`src/rtl/axis_stall_detector.sv`:
```
// Per-channel AXI-Stream stall detector: flags channels stalled for THRESH
// consecutive cycles, latches the first channel to block, counts block episodes.
module axis_stall_detector #(
  parameter int NUM_CH = 4,
  parameter int THRESH = 16,
  parameter int CNT_W  = 8,
  parameter int IDX_W  = 5
) (
  input  logic              clock,
  input  logic              reset_n,
  input  logic              enable,
  input  logic [NUM_CH-1:0] rd_req,
  input  logic [NUM_CH-1:0] rd_empty,
  input  logic [NUM_CH-1:0] wr_req,
  input  logic [NUM_CH-1:0] wr_full,
  input  logic              clear_latch,
  output logic [NUM_CH-1:0] axis_block_sigs,
  output logic              block_any,
  output logic              first_valid,
  output logic [IDX_W-1:0]  first_idx,
  output logic [15:0]       event_cnt
);

  localparam logic [CNT_W-1:0] THRESH_C = CNT_W'(THRESH);

  typedef enum logic {
    LATCH_IDLE,
    LATCH_CAPTURED
  } latch_state_e;

  logic [NUM_CH-1:0]            stall;
  logic [NUM_CH-1:0][CNT_W-1:0] cnt_q, cnt_d;
  logic [NUM_CH-1:0]            block_prev_q, block_prev_d;
  logic [NUM_CH-1:0]            block_rise;
  logic                         block_any_prev_q, block_any_prev_d;
  latch_state_e                 state_q, state_d;
  logic                         first_valid_q, first_valid_d;
  logic [IDX_W-1:0]             first_idx_q, first_idx_d;
  logic [15:0]                  event_cnt_q, event_cnt_d;
  logic [IDX_W-1:0]             rise_idx;

  assign stall = (rd_req & rd_empty) | (wr_req & wr_full);

  // Block flags decode the registered counters, so they never glitch.
  always_comb begin
    axis_block_sigs = '0;
    for (int unsigned i = 0; i < NUM_CH; i++) begin
      axis_block_sigs[i] = (cnt_q[i] == THRESH_C);
    end
  end

  assign block_any  = |axis_block_sigs;
  assign block_rise = axis_block_sigs & ~block_prev_q;

  always_comb begin
    cnt_d = cnt_q;
    for (int unsigned i = 0; i < NUM_CH; i++) begin
      if (!enable || !stall[i]) begin
        cnt_d[i] = '0;
      end else if (cnt_q[i] < THRESH_C) begin
        cnt_d[i] = cnt_q[i] + 1'b1;
      end
    end
  end

  // Descending scan so the lowest rising index is the one that sticks.
  always_comb begin
    rise_idx = '0;
    for (int unsigned i = NUM_CH; i > 0; i--) begin
      if (block_rise[i-1]) begin
        rise_idx = IDX_W'(i - 1);
      end
    end
  end

  always_comb begin
    state_d       = state_q;
    first_valid_d = first_valid_q;
    first_idx_d   = first_idx_q;
    if (clear_latch) begin
      state_d       = LATCH_IDLE;
      first_valid_d = 1'b0;
      first_idx_d   = '0;
    end else begin
      case (state_q)
        LATCH_IDLE: begin
          if (|block_rise) begin
            state_d       = LATCH_CAPTURED;
            first_valid_d = 1'b1;
            first_idx_d   = rise_idx;
          end
        end
        LATCH_CAPTURED: ;
        default: begin
          state_d       = LATCH_IDLE;
          first_valid_d = 1'b0;
          first_idx_d   = '0;
        end
      endcase
    end
  end

  always_comb begin
    block_prev_d     = axis_block_sigs;
    block_any_prev_d = block_any;
    event_cnt_d      = event_cnt_q;
    if (block_any && !block_any_prev_q && (event_cnt_q != '1)) begin
      event_cnt_d = event_cnt_q + 16'd1;
    end
  end

  always_ff @(posedge clock) begin
    if (!reset_n) begin
      cnt_q            <= '0;
      block_prev_q     <= '0;
      block_any_prev_q <= 1'b0;
      state_q          <= LATCH_IDLE;
      first_valid_q    <= 1'b0;
      first_idx_q      <= '0;
      event_cnt_q      <= '0;
    end else begin
      cnt_q            <= cnt_d;
      block_prev_q     <= block_prev_d;
      block_any_prev_q <= block_any_prev_d;
      state_q          <= state_d;
      first_valid_q    <= first_valid_d;
      first_idx_q      <= first_idx_d;
      event_cnt_q      <= event_cnt_d;
    end
  end

  assign first_valid = first_valid_q;
  assign first_idx   = first_idx_q;
  assign event_cnt   = event_cnt_q;

endmodule
```
`config.mk`:
```
export PLATFORM = sky130hd
export DESIGN_NAME = axis_stall_detector
export DESIGN_NICKNAME = d
export VERILOG_FILES = /design/src/rtl/axis_stall_detector.sv
export SDC_FILE = /design/constraint.sdc
export NUM_CORES = 1
export LEC_CHECK = 0
export CAP_MARGIN = 10
export CELL_PAD_IN_SITES_DETAIL_PLACEMENT = 1
export CELL_PAD_IN_SITES_GLOBAL_PLACEMENT = 1
export CORE_MARGIN = 10
export CORE_UTILIZATION = 32
export CTS_BUF_LIST = sky130_fd_sc_hd__clkbuf_4 sky130_fd_sc_hd__clkbuf_8
export DETAILED_ROUTE_END_ITERATION = 12
export PLACE_DENSITY = 0.75
export SYNTH_ARGS = -nofsm -noshare
export SYNTH_HDL_FRONTEND = slang
export SYNTH_SLANG_ARGS = --single-unit
```
`constraint.sdc`:
```
create_clock -name clock -period 3.8 [get_ports clock]
set_input_delay 1.14 -clock clock [delete_from_list [all_inputs] [get_ports clock]]
set_output_delay 1.14 -clock clock [all_outputs]
set_load 0.01 [all_outputs]
```
# Word level (Yosys, flattened, before mapping)
# Cells that the tools add are included.
# word_totals
inputBits	20
word_cells	57
reg_bits	60
out_inout_bits	27
# classes
n_eq_ne	5
n_reduce_logical	20
magnitude_cmp	4
bitwise_logic	7
n_mux	6
addsub	5
# ops
cell	count
adder 8 x 1 -> 8 bit, second input constant	4
== test 8 x 5 -> 1 bit, second input constant	4
less-than comparator 8 x 5 -> 1 bit, second input constant	4
adder 16 x 1 -> 16 bit, second input constant	1
!= test 16 bit, second input constant	1
two-way mux 5 bit	3
AND 4 bit	3
OR reduction 2 bit	5
OR reduction 4 bit	2
logical NOT 1 bit	6
logical OR 1 bit	4
NOT 4 bit	1
OR 4 bit	1
logical AND 1 bit	2
two-way mux 1 bit	2
two-way mux 2 bit	1
NOT 1 bit	2
AND reduction 2 bit	1

# Depth between registers and ports, before layout
# Gate-level depths: netlist of run 1.
# depth
ltp_word	6
ltp_mapped	9
ltp_nobuf	7

# Least setup slack after synthesis of run 1
# Ideal clock, no wire load.
# synth_timing
path_type	register to output
start	register cnt_q[16] (netlist bit)
end	output block_any
t_arrival_ns	1.828
stages_incl_launch_ff	9
slack_ns	0.832
n_path_buf	2
required_time_ns	2.660
path_cell_list	dfxtp_1 -> inv_1 -> ha_1 -> or4bb_1 -> nor2_1 -> nor4_2 -> buf_6 -> buf_2 -> inv_1
# synth_via
elab_chain_len	2
# synth_rtl
element	line_no	rtl
from (decl)	32	logic [NUM_CH-1:0][CNT_W-1:0] cnt_q, cnt_d;
from (signal assigned)	122	cnt_q <= cnt_d;
== test 8 x 5 -> 1 bit	48	axis_block_sigs[i] = (cnt_q[i] == THRESH_C);
named net axis_block_sigs[2]	17	output logic [NUM_CH-1:0] axis_block_sigs,
OR reduction 4 bit	52	assign block_any = |axis_block_sigs;
to (decl)	18	output logic block_any,
# The timed path passes the listed nets, and every way through them passes these cells.

# Worst setup path in the final report of run 1
# layout_timing
start	register cnt_q[16] (netlist bit)
end	output block_any
# layout_via
elab_chain_len	2
# layout_rtl
element	line_no
== test 8 x 5 -> 1 bit	48
OR reduction 4 bit	52
# No other way between the ends.

==> flow_metrics.py, run 1 <==
metrics = {
    "logic_synthesis": {
        "yosys-top-cells-count": "57 x dfxtp_1, 57 x nor2_1, 27 x inv_1, 21 x nand2_1, 15 x a21oi_1",
        "yosysTopAreaCell": "dfxtp_1",
        "synthCells": 298,
        "synthFlopType": "dfxtp_1",
        "synth_edf_count": 0,
        "synth.distinct_cells": 38,
        "synth_area_um2": 2600,
        "synth_seq_area_share": 0.439,
        "synth_top_area_share": 0.439,
        "syn_area_per_cell_um2": 8.73,
        "async_flop_share": 0,
        "ys_warn_count": 0,
        "yosys_register_bits": 57,
        "yosys-top-cells-area": "dfxtp_1 44%, nor2_1 8.2%, ha_1 4.3%, inv_1 3.9%, nand2_1 3.0%",
    },
    "global_route": {
        "antenna_found_initial": 0,
        "grt_pass1_vias": 2309,
        "grtUsageTotal": 0.115,
        "globalRouteOverflowTotal": 0,
        "grt_pass1_wl_mm": 11.0,
        "grt_max_degree": 28,
    },
    "cells_and_area": {
        "design_area_um2": 3310,
        "fin_cells": 451,
        "diodes": 0,
        "syn2layout_area_growth_pct": 27.4,
        "final_util": 0.424,
        "drive_gt1_frac": 0.0802,
        "final.fill_count": 939,
        "fin_nets": 376,
    },
    "routing": {
        "wl_per_cell_um": 14.4,
        "vias_per_cell": 4.92,
        "dr.pass1.iters": 4,
        "drt-initial-drc-count": 36,
        "wl_mm": 6.50,
        "vias": 2217,
        "ant_nets": 0,
        "drc": 0,
    },
    "cts": {
        "clock_latency_ns": 0.33,
        "clock_path_buffers": 2,
        "cts_setup_buffers": 0,
        "hold_buffers": 0,
        "cts_tree": "done",
        "htree_levels": 3,
        "clock-sinks": 57,
        "clk_pin_slew_ns": 0.06,
        "numCtsBuffers": 9,
        "ctsResizeCount": 0,
        "root_buffer": "clkbuf_8",
    },
    "placement": {
        "place_ws_ns": 0.757,
        "routabilityCongestion": 0.762,
        "dp.cells": 438,
        "placedInstanceArea_um2": 3140,
        "port_buffers": 43,
        "hpwl_mm": 4.89,
    },
    "status": {
        "status": "complete, no violations",
    },
    "sta": {
        "setup_viol": 0,
        "tightest_slew_ns": 0.541,
        "period_share": 0.890,
        "fin_skew_ns": 0.00853,
        "rsz0062_at_grt": "no",
        "fin_setup_tns_ns": 0,
        "maxSlewViolCount": 0,
        "fmaxAchievable_ghz": 0.296,
        "hold_viol": 0,
        "relSlewSlack": 0.639,
        "fin_crit_ns": 3.38,
        "layout_setup_ws_ns": 0.417,
    },
    "setup_path": {
        "end_kind": "output pin",
        "path_common_cell": "inv_1",
        "critPathLaunchType": "flip-flop",
        "critical_path.max_stage_delay_ns": 0.53,
        "crit_chain": "inv_1, ha_1, or4bb_1, nor2_1, nor4_4, inv_1, clkdlybuf4s50_1",
        "critPathRequiredTime_ns": 2.66,
        "worst_path_max_delay_cell": "clkdlybuf4s50_1",
        "cp_max_fo": 4,
        "worstSetupPathType": "reg2out",
        "crit_arrival_ns": 2.24,
    },
    "power_and_ir_drop": {
        "power_leakage_nw": 1.13,
        "p_per_area_nw_per_um2": 349,
        "vdd_drop_max_mv": 0.122,
    },
    "flow_run": {
        "max_cap_viol_count": 0,
    },
    "die": {
        "floorplan.initialDensity": 0.333,
        "ioPinCount": 47,
        "rows": 32,
        "design.die.area_um2": 12100,
        "core-area_um2": 7810,
        "die_h_um": 110,
        "fp.dieW_um": 110,
    },
    "hold_path": {
        "hold_path_class": "reg2reg",
    },
}
## critical path: cells and delay by family (launching register included)
| kind | cells | cell delay [ns] |
|---|---|---|
| buffers and inverters | 3 | 0.67 |
| flip-flops | 1 | 0.35 |
| adder cells (fa/ha/maj) | 1 | 0.13 |
| AND/OR/NAND/NOR | 3 | 0.75 |
## report_power, final
group          switching [mW]  internal [mW]  total [mW]  leakage (nW)
registers             0.00277          0.600       0.603         0.459
logic                  0.0212         0.0260      0.0472         0.577
clock network           0.219          0.286       0.505        0.0909
total                   0.243          0.912        1.16          1.13
## cell type report
cell class                      count  area, µm²  share of cell area
Clock buffer                       13        173              0.0521
Inverter                           27        101              0.0306
Multi-Input combinational cell    206       1320               0.398
Sequential cell                    57       1140               0.344
Tap cell                          102        128              0.0385
Timing Repair Buffer               46        453               0.137
## cells in the final DEF, fill, tap and decap left out, types with 8 or more instances in the layout
cell type and n:
a21oi_1 15, clkbuf_8 12, clkdlybuf4s50_1 43, dfxtp_1 57, ha_1 9, inv_1 27, nand2_1 21, nand3_1 11
nand4_1 8, nor2_1 57, o31ai_1 9, or4_1 8, xor2_1 8
## stage by stage
stage                     hold WS, ns  total power, mW
after floorplan                 0.403            0.637
after global placement          0.412            0.662
after detailed placement        0.420            0.664
after CTS                       0.429             1.18
after global routing            0.445             1.22
final                           0.428             1.16
## registers in the layout (all words and copies together) (netlist names)
| signal | count |
|---|---|
| block_any_prev_q | 1 |
| state_q | 1 |
| event_cnt | 16 |
| first_valid | 1 |
| cnt_q | 32 |
| block_prev_q | 4 |
| first_idx | 2 |
## metal layers
metal | vias up | part of all wire | global-route usage
li1 | 1107 | - | -
met1 | 1055 | 0.41 | 0.126
met5 | - | 0 | 0
met4 | 0 | 0.015 | 0.0450
met2 | 45 | 0.52 | 0.200
met3 | 10 | 0.057 | 0.0383
## worst paths after layout
kind	slack, ns	start	cells after the start	end
max reg2reg	1.45	cnt_q[16]	8	event_cnt[12]
min reg2reg	0.43	cnt_q[23]	2	cnt_q[23]
min	0.43	cnt_q[23]	2	cnt_q[23]
max	0.42	cnt_q[16]	7	block_any
## cells by family (layout without fill, tap and decap cells)
kind of cell | after synthesis | after routing | share of synthesized area
AND/OR/NAND/NOR | 140 | 140 | 0.297
flip-flops | 57 | 57 | 0.439
buffers and inverters | 37 | 86 | 0.0611
AO/OA/AOI/OAI | 35 | 35 | 0.0909
XOR/XNOR | 12 | 12 | 0.0404
adder cells (fa/ha/maj) | 9 | 9 | 0.0433
multiplexers | 7 | 7 | 0.0269
other | 1 | 3 | 0.00144
(Power assumes the default switching activity.)
==> run 2, diff against run 1 <==
CTS_CLUSTER_DIAMETER = 150   (was not set)
MAX_ROUTING_LAYER = met4   (was not set)
clock period = 4.25 ns   (was 3.8 ns; I/O delays follow)
==> run 2 against run 1 <==
Against the previous run: flip-flop and latch count is the same; die area unchanged; non-clock buffer count unchanged; highest routed layer unchanged; critical path type unchanged; wire length shrank 3.7%.
==> flow_metrics.py, run 2 (synthesized netlist as in run 1, its figures left out) <==
metrics = {
    "sta": {
        "rsz0062_at_grt": "no",
        "relSlewSlack": 0.667,
        "maxSlewViolCount": 0,
        "setup_viol": 0,
        "tightest_slew_ns": 0.500,
        "hold_viol": 0,
        "period_share": 0.834,
        "fmaxAchievable_ghz": 0.282,
        "fin_setup_tns_ns": 0,
        "fin_skew_ns": 0.00715,
        "fin_crit_ns": 3.54,
    },
    "routing": {
        "wl_mm": 6.25,
        "wl_per_cell_um": 13.8,
        "vias": 2187,
        "vias_per_cell": 4.82,
        "drt-initial-drc-count": 32,
        "drc": 0,
        "dr.pass1.iters": 4,
        "ant_nets": 0,
    },
    "die": {
        "design.die.area_um2": 12100,
        "fp.dieW_um": 110,
        "die_h_um": 110,
        "core-area_um2": 7810,
        "floorplan.initialDensity": 0.333,
        "ioPinCount": 47,
        "rows": 32,
    },
    "cells_and_area": {
        "top_register": "cnt_q",
        "fin_nets": 376,
        "syn2layout_area_growth_pct": 27.1,
        "drive_gt1_frac": 0.0881,
        "diodes": 0,
        "largest_reg_flops": 32,
        "mostFrequentLayoutCells": "57 x nor2_1, 57 x dfxtp_1, 43 x clkdlybuf4s50_1",
        "final_util": 0.424,
    },
    "global_route": {
        "grtUsageTotal": 0.112,
        "grt_max_degree": 28,
        "grt_pass1_wl_mm": 10.4,
        "antenna_found_initial": 0,
        "globalRouteOverflowTotal": 0,
        "grt_pass1_vias": 2215,
    },
    "setup_path": {
        "end_kind": "output pin",
        "critPathLaunchType": "flip-flop",
        "cp_max_fo": 4,
        "crit_arrival_ns": 2.27,
        "critPathRequiredTime_ns": 2.97,
        "worstSetupPathType": "reg2out",
    },
    "power_and_ir_drop": {
        "power_leakage_nw": 1.13,
        "p_per_area_nw_per_um2": 307,
        "vdd_drop_max_mv": 0.118,
    },
    "cts": {
        "clock_latency_ns": 0.34,
        "clock-sinks": 57,
        "ctsResizeCount": 0,
        "hold_buffers": 0,
        "htree_levels": 3,
        "clock_path_buffers": 2,
        "cts_setup_buffers": 0,
        "root_buffer": "clkbuf_8",
        "cts_tree": "done",
        "numCtsBuffers": 9,
        "clk_pin_slew_ns": 0.06,
    },
    "placement": {
        "port_buffers": 43,
        "routabilityCongestion": 0.759,
        "hpwl_mm": 4.77,
    },
    "status": {
        "status": "complete, no violations",
    },
    "flow_run": {
        "max_cap_viol_count": 0,
    },
    "hold_path": {
        "hold_path_class": "reg2reg",
    },
}
==> run 2: cell types whose count changed in the layout (fill, tap and decap cells not counted) <==
cell      previous run  this run
clkbuf_8            12         9
clkbuf_4             1         3
clkinv_2             0         4
==> run 2: where the power goes <==
part / leakage [nW] / internal [mW] / switching [mW]
logic: 0.577 / 0.0233 / 0.0194
clock network: 0.0942 / 0.227 / 0.208
registers: 0.459 / 0.536 / 0.00240
==> run 2: final timing paths <==
| kind | cells past startpoint | startpoint | end | slack (ns) |
|---|---|---|---|---|
| min | 2 | cnt_q[21] | cnt_q[21] | 0.42 |
| max reg2reg | 8 | cnt_q[16] | event_cnt[15] | 1.92 |
| min reg2reg | 2 | cnt_q[21] | cnt_q[21] | 0.42 |
| max | 7 | cnt_q[16] | block_any | 0.71 |
==> run 2: per-stage QoR <==
| stage | setup slack (ns) | total power [mW] | cell area (µm²) | hold WS (ns) | std cells |
|---|---|---|---|---|---|
| 3_5_place_dp | 1.05 | 0.594 | 3140 | 0.418 | 438 |
| 4_1_cts | 0.664 | 1.04 | 3310 | 0.428 | 454 |
| 6_report | 0.706 | 1.02 | 3310 | 0.425 | 454 |
| 5_1_grt | 0.560 | 1.07 | 3310 | 0.453 | 454 |
| 3_3_place_gp | 1.11 | 0.592 | 3140 | 0.412 | 438 |
| 2_1_floorplan | 1.15 | 0.570 | 2610 | 0.403 | 300 |
==> run 2: layout make-up <==
cell class	count	area [µm²]
fillers	933	4500
multi-input cells	206	1320
flip-flops and latches	57	1140
repair buffers	46	453
clock buffers	12	146
well taps	102	128
inverters	27	101
clock inverters	4	20.0
==> run 2: worst max-delay path, stage by stage (launching register included) <==
cell and delay (ns):
dfxtp_1 0.35, inv_1 0.08, ha_1 0.14, or4bb_1 0.44, nor2_1 0.25, nor4_4 0.09, inv_1 0.07, clkdlybuf4s50_1 0.53
==> run 2: layer usage <==
layer  share of wire  track usage  vias to the layer above
met2            0.49        0.180                       36
met3           0.044       0.0313                       12
met5               0            -                        -
met4           0.021       0.0578                        0
met1            0.44        0.126                     1028
li1                -            -                     1111
==> run 3, diff against run 2 <==
PLACE_DENSITY = 0.78   (was 0.75)
clock period = 3 ns   (was 4.25 ns; I/O delays follow)
==> run 3 against run 2 <==
Against the previous run: design area grew 2.6%; die area is the same; clock skew grew 0.0058 ns; flip-flop and latch count is the same; hold slack is essentially flat; first-iteration DRC count grew 120%; clock power grew 90%; register-to-register slack lost 1.2 ns; total power grew 62%; sequential power grew 42%; sequential share of layout area shrank 0.88 points; highest routed layer unchanged.
==> flow_metrics.py, run 3 (synthesized netlist as in run 1, its figures left out) <==
metrics = {
    "status": {
        "status": "complete, no violations",
    },
    "routing": {
        "drt-initial-drc-count": 69,
        "vias": 2215,
        "vias_per_cell": 4.86,
        "drc": 0,
        "dr.pass1.iters": 4,
        "wl_mm": 6.60,
        "wl_per_cell_um": 14.5,
        "ant_nets": 0,
    },
    "sta": {
        "hold_viol": 0,
        "fin_skew_ns": 0.0130,
        "fin_setup_tns_ns": 0,
        "hold_ws_ns": 0.425,
        "period_share": 0.972,
        "layout_setup_ws_ns": 0.0841,
        "fin_crit_ns": 2.92,
        "maxSlewViolCount": 0,
        "fmaxAchievable_ghz": 0.343,
        "setup_viol": 0,
        "rsz0062_at_grt": "no",
    },
    "cells_and_area": {
        "fin_nets": 378,
        "mostFrequentLayoutCell": "dfxtp_1",
        "diodes": 0,
        "drive_gt1_frac": 0.0989,
        "fin_cells": 456,
        "design_area_um2": 3390,
        "final.fill_count": 898,
        "mostFrequentLayoutCells": "57 x dfxtp_1, 56 x nor2_1, 41 x clkdlybuf4s50_1",
        "largest_reg_flops": 32,
        "syn2layout_area_growth_pct": 30.4,
        "top_register": "cnt_q",
    },
    "power_and_ir_drop": {
        "power_leakage_nw": 1.17,
        "vdd_drop_max_mv": 0.246,
        "p_per_area_nw_per_um2": 486,
    },
    "die": {
        "die_h_um": 110,
        "floorplan.initialDensity": 0.333,
        "design.die.area_um2": 12100,
        "fp.dieW_um": 110,
        "rows": 32,
        "ioPinCount": 47,
        "core-area_um2": 7810,
    },
    "global_route": {
        "grt_max_degree": 28,
        "globalRouteOverflowTotal": 0,
        "grtUsageTotal": 0.116,
        "grt_pass1_wl_mm": 10.7,
        "grt_pass1_vias": 2286,
        "antenna_found_initial": 0,
    },
    "setup_path": {
        "r2r-start": "cnt_q[16]",
        "critPathLaunch": "cnt_q[31]",
        "r2r-end": "event_cnt[11]",
        "crit_arrival_ns": 2.02,
        "cp_max_fo": 5,
        "r2r_slack_ns": 0.75,
        "worstSetupPathType": "reg2out",
        "critPathRequiredTime_ns": 2.10,
        "critPathLaunchType": "flip-flop",
        "end_kind": "output pin",
        "r2r_cells": 8,
    },
    "placement": {
        "dp.cells": 439,
        "place_ws_ns": 0.206,
        "hpwl_mm": 4.78,
        "placedInstanceArea_um2": 3150,
        "port_buffers": 43,
        "routabilityCongestion": 0.745,
    },
    "cts": {
        "clock-sinks": 57,
        "clk_pin_slew_ns": 0.06,
        "clock_latency_ns": 0.35,
        "htree_levels": 3,
        "cts_tree": "done",
        "numCtsBuffers": 9,
        "clock_path_buffers": 2,
        "root_buffer": "clkbuf_8",
    },
    "hold_path": {
        "worstHoldStart": "cnt_q[29]",
        "hold_path_class": "reg2reg",
        "holdPathEnd": "cnt_q[29]",
        "hold_depth": 2,
    },
    "flow_run": {
        "max_cap_viol_count": 0,
    },
}
[run 3: cell count changes in the layout (fill, tap and decap cells not counted), sizes merged]
cell	delta
bufinv	+2
clkdlybuf4s50	-2
dlygate4sd2	+2
clkinvlp	+1
clkbuf	-1
clkinv	-2
buf	+2
[run 3: cell type report]
class / count / area (µm²) / area share
inverters: 27 / 101 / 0.0299
multi-input cells: 206 / 1330 / 0.392
clock inverters: 5 / 77.6 / 0.0229
well taps: 102 / 128 / 0.0376
flip-flops and latches: 57 / 1140 / 0.336
clock buffers: 11 / 151 / 0.0446
repair buffers: 48 / 465 / 0.137
[run 3: how the worst max path moves through the flow]
stage | end | depth (start not counted)
after global routing | axis_block_sigs[3] | 3
after global placement | block_any | 7
final | axis_block_sigs[3] | 3
after CTS | axis_block_sigs[1] | 3
after detailed placement | block_any | 7
after floorplan | block_any | 8
[run 3: power breakdown]
part	total, mW	switching [mW]	internal (mW)
combinational	0.0623	0.0282	0.0341
clock	0.825	0.315	0.510
sequential	0.763	0.00357	0.760
[run 3: what timing repair did]
item / in CTS / in global routing
hold buffers: 0 / 0
setup endpoints to repair: 4 / 1
resized for setup: 5 / 0
setup buffers: 0 / 1
endpoints found under the hold margin: 0 / 0
pin swaps: 3 / 1
[run 3: worst max-delay path, stage by stage (launching register included)]
cell	delay (ns)
dfxtp_1	0.31
or3_1	0.45
nor2_1	0.29
clkdlybuf4s50_1	0.62
[run 3: through the flow]
stage                      util  power, mW
after floorplan               -      0.807
after global placement    0.403      0.840
after detailed placement  0.403      0.843
after CTS                 0.434       1.67
after global routing      0.435       1.70
final                     0.435       1.65
[run 3: layer usage]
layer  up-vias  share of wire  GRT usage
met4         0          0.020     0.0523
met2        35           0.49      0.199
met5         -              0          -
met1      1054           0.45      0.125
li1       1115              -          -
met3        11          0.044     0.0273
